===== src/rtl/mxv_pkg.sv =====
// Shared defaults, index type and serializer state encoding for the mxv result path.
// Latency: n/a (types and constants only). Backpressure: n/a.
package mxv_pkg;

    localparam int MXV_N  = 5;
    localparam int MXV_DW = 32;
    localparam int MXV_IW = (MXV_N > 1) ? $clog2(MXV_N) : 1;

    typedef logic [MXV_IW-1:0] idx_t;

    typedef enum logic {
        IDLE   = 1'b0,
        STREAM = 1'b1
    } state_t;

endpackage


===== src/rtl/mxv_argmax_acc.sv =====
// Running argmax over a beat stream; strict greater-than replaces, so ties keep the lower index.
// Latency: result and max_valid registered one cycle after the last beat. Backpressure: none, follows beat_vld.
module mxv_argmax_acc #(
    parameter int IW = 3,
    parameter int DW = 32
) (
    input  logic                 clk,
    input  logic                 rst,
    input  logic                 beat_vld,
    input  logic                 beat_first,
    input  logic                 beat_last,
    input  logic [IW-1:0]        beat_idx,
    input  logic signed [DW-1:0] beat_dat,
    output logic                 max_valid,
    output logic [IW-1:0]        max_idx,
    output logic signed [DW-1:0] max_val
);

    always_ff @(posedge clk or posedge rst) begin
        if (rst) begin
            max_valid <= 1'b0;
            max_idx   <= '0;
            max_val   <= '0;
        end else begin
            max_valid <= beat_vld && beat_last;
            // Beat 0 seeds the max regardless of the previous vector's result.
            if (beat_vld && (beat_first || (beat_dat > max_val))) begin
                max_idx <= beat_idx;
                max_val <= beat_dat;
            end
        end
    end

endmodule


===== src/rtl/mxv_result_ser.sv =====
// Serializes a captured N-element result vector into beats and reports its argmax; MXV_RELU_EN clamps negatives at capture.
// Latency: first beat valid the cycle after capture, max_valid one cycle after the last beat. Backpressure: out_ready stalls beats, in_ready low while streaming.
module mxv_result_ser
    import mxv_pkg::*;
#(
    parameter int N  = MXV_N,
    parameter int DW = MXV_DW,
    localparam int IW = (N > 1) ? $clog2(N) : 1
) (
    input  logic                 clk,
    input  logic                 rst,
    input  logic                 in_valid,
    output logic                 in_ready,
    input  logic signed [DW-1:0] in_data [N],
    output logic                 out_valid,
    input  logic                 out_ready,
    output logic signed [DW-1:0] out_data,
    output logic [IW-1:0]        out_idx,
    output logic                 out_last,
    output logic                 max_valid,
    output logic [IW-1:0]        max_idx,
    output logic signed [DW-1:0] max_val
);

    localparam logic [IW-1:0] LAST_IDX = IW'(N - 1);

    state_t               state;
    logic [IW-1:0]        cnt;
    logic [IW-1:0]        cnt_nxt;
    logic signed [DW-1:0] buf_q [N];
    logic                 beat_acc;

    function automatic logic signed [DW-1:0] relu(input logic signed [DW-1:0] x);
`ifdef MXV_RELU_EN
        return (x < 0) ? '0 : x;
`else
        return x;
`endif
    endfunction

    assign cnt_nxt  = cnt + IW'(1);
    assign beat_acc = out_valid && out_ready;
    assign out_idx  = cnt;

    always_ff @(posedge clk or posedge rst) begin
        if (rst) begin
            state     <= IDLE;
            cnt       <= '0;
            for (int i = 0; i < N; i++) buf_q[i] <= '0;
            out_valid <= 1'b0;
            out_data  <= '0;
            out_last  <= 1'b0;
            in_ready  <= 1'b1;
        end else begin
            case (state)
                IDLE: begin
                    if (in_valid && in_ready) begin
                        for (int i = 0; i < N; i++) buf_q[i] <= relu(in_data[i]);
                        cnt       <= '0;
                        out_valid <= 1'b1;
                        out_data  <= relu(in_data[0]);
                        out_last  <= (N == 1);
                        in_ready  <= 1'b0;
                        state     <= STREAM;
                    end
                end
                STREAM: begin
                    // in_valid is deliberately not looked at here; one vector in flight at a time.
                    if (beat_acc) begin
                        if (cnt == LAST_IDX) begin
                            out_valid <= 1'b0;
                            out_last  <= 1'b0;
                            in_ready  <= 1'b1;
                            state     <= IDLE;
                        end else begin
                            cnt      <= cnt_nxt;
                            out_data <= buf_q[cnt_nxt];
                            out_last <= (cnt_nxt == LAST_IDX);
                        end
                    end
                end
                default: state <= IDLE;
            endcase
        end
    end

    mxv_argmax_acc #(
        .IW(IW),
        .DW(DW)
    ) u_argmax (
        .clk        (clk),
        .rst        (rst),
        .beat_vld   (beat_acc),
        .beat_first (cnt == '0),
        .beat_last  (out_last),
        .beat_idx   (cnt),
        .beat_dat   (out_data),
        .max_valid  (max_valid),
        .max_idx    (max_idx),
        .max_val    (max_val)
    );

endmodule

===== config.mk =====
export PLATFORM = sky130hd
export DESIGN_NAME = mxv_result_ser
export DESIGN_NICKNAME = d
export VERILOG_FILES = /design/src/rtl/mxv_pkg.sv /design/src/rtl/mxv_argmax_acc.sv /design/src/rtl/mxv_result_ser.sv
export SDC_FILE = /design/constraint.sdc
export NUM_CORES = 1
export LEC_CHECK = 0
export ABC_AREA = 1
export BUFFER_PORTS_ARGS = -buffer_cell sky130_fd_sc_hd__buf_4
export CORE_MARGIN = 2
export CORE_UTILIZATION = 40
export DETAILED_ROUTE_END_ITERATION = 16
export PLACE_DENSITY_LB_ADDON = 0.15
export SLEW_MARGIN = 5
export SYNTH_ARGS = -nofsm -noshare
export SYNTH_HDL_FRONTEND = slang
export SYNTH_SLANG_ARGS = --single-unit
export TNS_END_PERCENT = 5

===== constraint.sdc =====
create_clock -name clk -period 11.8 [get_ports clk]
set_clock_uncertainty 0.15 [all_clocks]
set_input_delay 1.77 -clock clk [delete_from_list [all_inputs] [get_ports clk]]
set_output_delay 1.77 -clock clk [all_outputs]
set_load 0.05 [all_outputs]

# Word level (Yosys, flattened, before mapping)
# Index checks and enable logic that the tools add are counted.
# word_totals
register_bits,235
input_bits,164
out_inout_bits,74
word_cells,61
# classes
addsub,1
order_cmp,2
n_eq_ne,6
n_mux,26
n_bitwise,2
reduce_logical,10
# ops
operator,n
$mux W32,5
$bmux W32 S3,1
$pmux W32 S2,1
$gt A32 B32 Y1,1
$mux W1,11
$mux W3,3
$pmux W1 S2,4
$eq A3 B3 Y1 const B,2
$pmux W3 S2,1
$reduce_and A3 Y1,2
$ge A4 B4 Y1 const B,1
$logic_and A1 B1 Y1,4
$ne A2 B1 Y1 const B,2
$ne A2 B2 Y1 const B,2
$not A3 Y4,1
$reduce_and A2 Y1,2
$add A3 B1 Y3 const B,1
$logic_not A3 Y1,1
$logic_or A1 B1 Y1,1
$not A1 Y1,1

# Longest topological paths before layout
# logic_depth
ltp_word,8
mapped_depth,20
mapped_depth_nobuf,19

# Cells and area by module
# Synthesis repeated with hierarchy kept, for this count alone.
# unflattened
cells_unflattened,1655
hier_area_um2,12211.7
# by_module_without_submodules
mod,n_inst,cells_each,area_per_inst_um2,seq_area_each_um2
mxv_result_ser,1,1353,9867.0,4981.0
mxv_argmax_acc,1,302,2344.7,900.9

# Worst setup path before layout
# Ideal clock, no wire load.
# synth_path
kind,in2reg
start,input out_ready
end,register out_data[10]
setup_ns,0.068
arrival_time_ns,2.795
t_required_ns,11.582
path_slack_ns,8.787
path_stages,7
path_buffers,1
cell_sequence,nand2_1 nor2_1 nor2_1 nor2_2 buf_2 o211ai_1 nand2_1
# synth_via
elab_chain_cells,3
# synth_rtl
element,line_no,source
"start, declared",mxv_result_ser.sv:16,"input logic out_ready,"
$logic_and A1 B1 Y1,mxv_result_ser.sv:42,assign beat_acc = out_valid && out_ready;
$ne A2 B1 Y1 (no line),-,
$reduce_and A3 Y1 (no line),-,
"end signal, assigned",mxv_result_ser.sv:61,out_data <= relu(in_data[0]);
"end signal, assigned",mxv_result_ser.sv:77,out_data <= buf_q[cnt_nxt];
"end, declared",mxv_result_ser.sv:17,"output logic signed [DW-1:0] out_data,"
# No other way between the ends.
# A chain may end at the register's enable or synchronous reset.

# Final worst setup path
# layout_path
start,input in_valid
end,register out_data[0]
# layout_via
elab_chain_cells,3
# layout_rtl
element,line_no,source
"start, declared",mxv_result_ser.sv:12,"input logic in_valid,"
$logic_and A1 B1 Y1,mxv_result_ser.sv:57,if (in_valid && in_ready) begin
$ne A2 B2 Y1 (no line),-,
$reduce_and A3 Y1 (no line),-,
# No other way between the ends.

==> summary.txt <==
Floorplan
  • Die Y: around 170 um
  • Die W: around 170 um
  • Row cnt: 61
  • I/O pin total: around 240
  • Die area: ~30000 um2
  • Initial core utilization: about 41%
  • Core area: 28000 um2

Drt
  • Detail Route Antenna Nets: 0
  • Wirelength, routed: approximately 34000 um
  • Pre-antenna DRT Iters: 5
  • Routed len/inst: 16.7 um
  • Remaining DRCs: 0
  • Vias per cell: 4.98
  • DRT iter0 DRCs: around 1100
  • Vias: 10100

Clock network
  • Hold_buf cts: 0
  • Worst skew pair latency: around 0.54 ns
  • CTS sink cnt: 235
  • Clk pin slew, worst setup/hold paths: around 0.060 ns
  • Post_cts resized: 0
  • Clock Path Buffers: 3
  • CTS root buf: clkbuf_16
  • Post-CTS repair timing setup buffer count: 0
  • H-tree depth: 1
  • CTS tree: built
  • CTS buffer count: 27

Synthesis
  • Synth Cell Area: 11400 um2
  • Synth Register Bits: roughly 240
  • Yosys cell types: 28
  • Seq/Total Area, Yosys: about half
  • Yosys top cell area share: 51.2%
  • Largest area contributor in the netlist: dfrtp_1
  • Mapped Cells: around 1400
  • Synth top area cells: dfrtp_1 (51%), nand2_1 (21%), nand3_1 (4.7%)
  • Syn Area/Cell: between 7 and 8 um2
  • Syn nets: 1647
  • Yosys warns: 0

Place
  • Post-DP HPWL: around 23000 um
  • Port buffer count: between 200 and 250
  • Placer congestion estimate: around 0.90
  • Placed cell count: 1983

Final layout
  • Final nets: 1833
  • Fill cells: between 2000 and 3000
  • Layout area overhead: 25.2%
  • Seq. cell area: 5880 um2
  • Multi-input logic area: 4970 um2
  • Commonest non-fill, non-tap cell in the layout: nand2_1
  • Commonest cells after routing, fill and taps aside: nand2_1 (627), buf_4 (247), dfrtp_1 (232)
  • Share of post-route cells with drive strength above 1: between 20 and 25%
  • Final core occ: around half
  • Final Non-Filler Cells: 2034

Global route
  • Grt met1 use: 37.2%
  • Global-route track usage on met3: 3.61%
  • Gr busiest metal: met1
  • Initial antenna violation count: 1
  • Total GRT Usage: between 20 and 25%
  • Global-route wire length before repair: between 50000 and 60000 um
  • Grt ovf: 0
  • Number of global-route vias before repair: about 9800
  • Largest net degree at the start of global routing: 130
  • Met2 usage: a little under a third

Worst hold path
  • Hold Crit Class: reg -> reg
  • Hold path start: buf_q[36]$_DFFE_PP0P_

Pwr
  • VDD IR-drop max: 0.0000929 V
  • PwrDens: 317 nW/um2
  • Pleak: between 7 and 8 nW

Timing
  • Worst hold margin: 0.320 ns
  • Post-route setup TNS: 0 ns
  • Final Max Slew Viols: 0
  • Slew at the pin closest to its max-slew limit: 1.19 ns
  • Max Fclk: 219 MHz
  • Setup violations, final: 0
  • RSZ-0062 raised after global routing: no
  • Final Hold Viols: 0
  • Rel. slew slack: 20.5%
  • Minimum clock period: 4.58 ns
  • Final Cycle Share: about two fifths

Critical path
  • Crit path launch: in_valid
  • Startpoint types: input port
  • R2r startpoint: state$_DFF_PP0_
  • Crit path arrival time: 4.84 ns
  • Delay-heaviest family, CP: simple AND/OR/NAND/NOR gates
  • WP buf/inv: 3
  • CP max stage cell: nor2_2
  • Setup crit end kind: flip-flop
  • CP max FO: 87
  • Worst Path Required: approximately 12 ns
  • Slowest stage delay, CP: about 1.0 ns
  • CP Class: in -> reg
  • CP Cell Sequence: buf_4 > nand3_4 > inv_4 > nor2_2 > nor2_2 > buf_4 > o211ai_1 > o21ai_0

Flow run
  • Max Cap Viol: 0

Status
  • Status: finished, final reports clean
[flip-flops by register name, summed over array words and instances, names as in the netlist]
name                flops
buf_q                 160
in_ready                1
out_data               32
out_idx                 3
out_last                1
out_valid               1
state                   1
u_argmax.max_idx        3
u_argmax.max_val       32
u_argmax.max_valid      1
[cells in the mapped netlist]
library cell / instances
a21o_1: 1
a21oi_1: 15
a32o_1: 1
buf_1: 7
buf_12: 3
buf_2: 16
buf_4: 3
clkbuf_1: 61
dfrtp_1: 234
dfstp_2: 1
ha_1: 35
inv_1: 49
inv_2: 3
nand2_1: 627
nand2_2: 31
nand2_4: 1
nand2_8: 1
nand3_1: 107
nand3_2: 1
nand4_1: 2
nor2_1: 78
nor2_2: 2
nor3b_2: 1
o211ai_1: 32
o21a_1: 2
o21ai_0: 97
o21ai_1: 5
o22ai_1: 32
[tightest hold or removal path: stages (launching register included)]
cell and delay (ns):
dfrtp_1 0.33, nand2_1 0.05, nand2_1 0.05
[where the power goes]
group | leakage [nW] | internal, W | switching [W] | total [W]
combinational | 4.16 | 0.000696 | 0.00146 | 0.00215
clock | 0.468 | 0.000543 | 0.000338 | 0.000882
sequential | 2.95 | 0.00120 | 0.000305 | 0.00151
[per-layer routing]
metal  wire (um)  vias to the layer above
met5           0                        -
met4         699                        0
met3        2430                       40
met2       13600                      357
met1       17300                     4714
li1            -                     5026
[per-stage QoR]
| stage | setup WS (ns) | area [um2] | total power, W |
|---|---|---|---|
| 5_1_grt | 6.86 | 14300 | 0.00488 |
| 6_report | 7.22 | 14300 | 0.00454 |
| 3_3_place_gp | 6.77 | 13400 | 0.00363 |
| 2_1_floorplan | 3.44 | 11400 | 0.00300 |
| 4_1_cts | 7.29 | 14300 | 0.00455 |
| 3_5_place_dp | 6.72 | 13400 | 0.00365 |
[cells by family after synthesis]
family | synth area share (%)
simple gates | 30.2
fa+ha+maj | 3.83
compound gates | 9.25
flops | 51.4
buf+inv | 5.36
[final timing paths]
kind	cells after the start	to	slack (ns)
max reg2reg	8	out_data[0]$_DFFE_PP0P_	7.28
min	2	buf_q[36]$_DFFE_PP0P_	0.32
min reg2reg	2	buf_q[36]$_DFFE_PP0P_	0.32
max	8	out_data[0]$_DFFE_PP0P_	7.22
min in group asynchronous	2	u_argmax.max_idx[0]$_DFFE_PP0P_	1.27
max in group asynchronous	3	out_idx[0]$_DFFE_PP0P_	8.84
[area by class of cell]
type                       count  share of cell area (%)
antenna                        1                  0.0175
clock buffer                  42                    5.73
clock inverter                 8                   0.855
inverter                      52                    1.43
multi-input combinational   1071                    34.7
sequential                   235                    41.0
tap                          378                    3.30
timing repair buffer         247                    12.9
(Power assumes the default switching activity.)
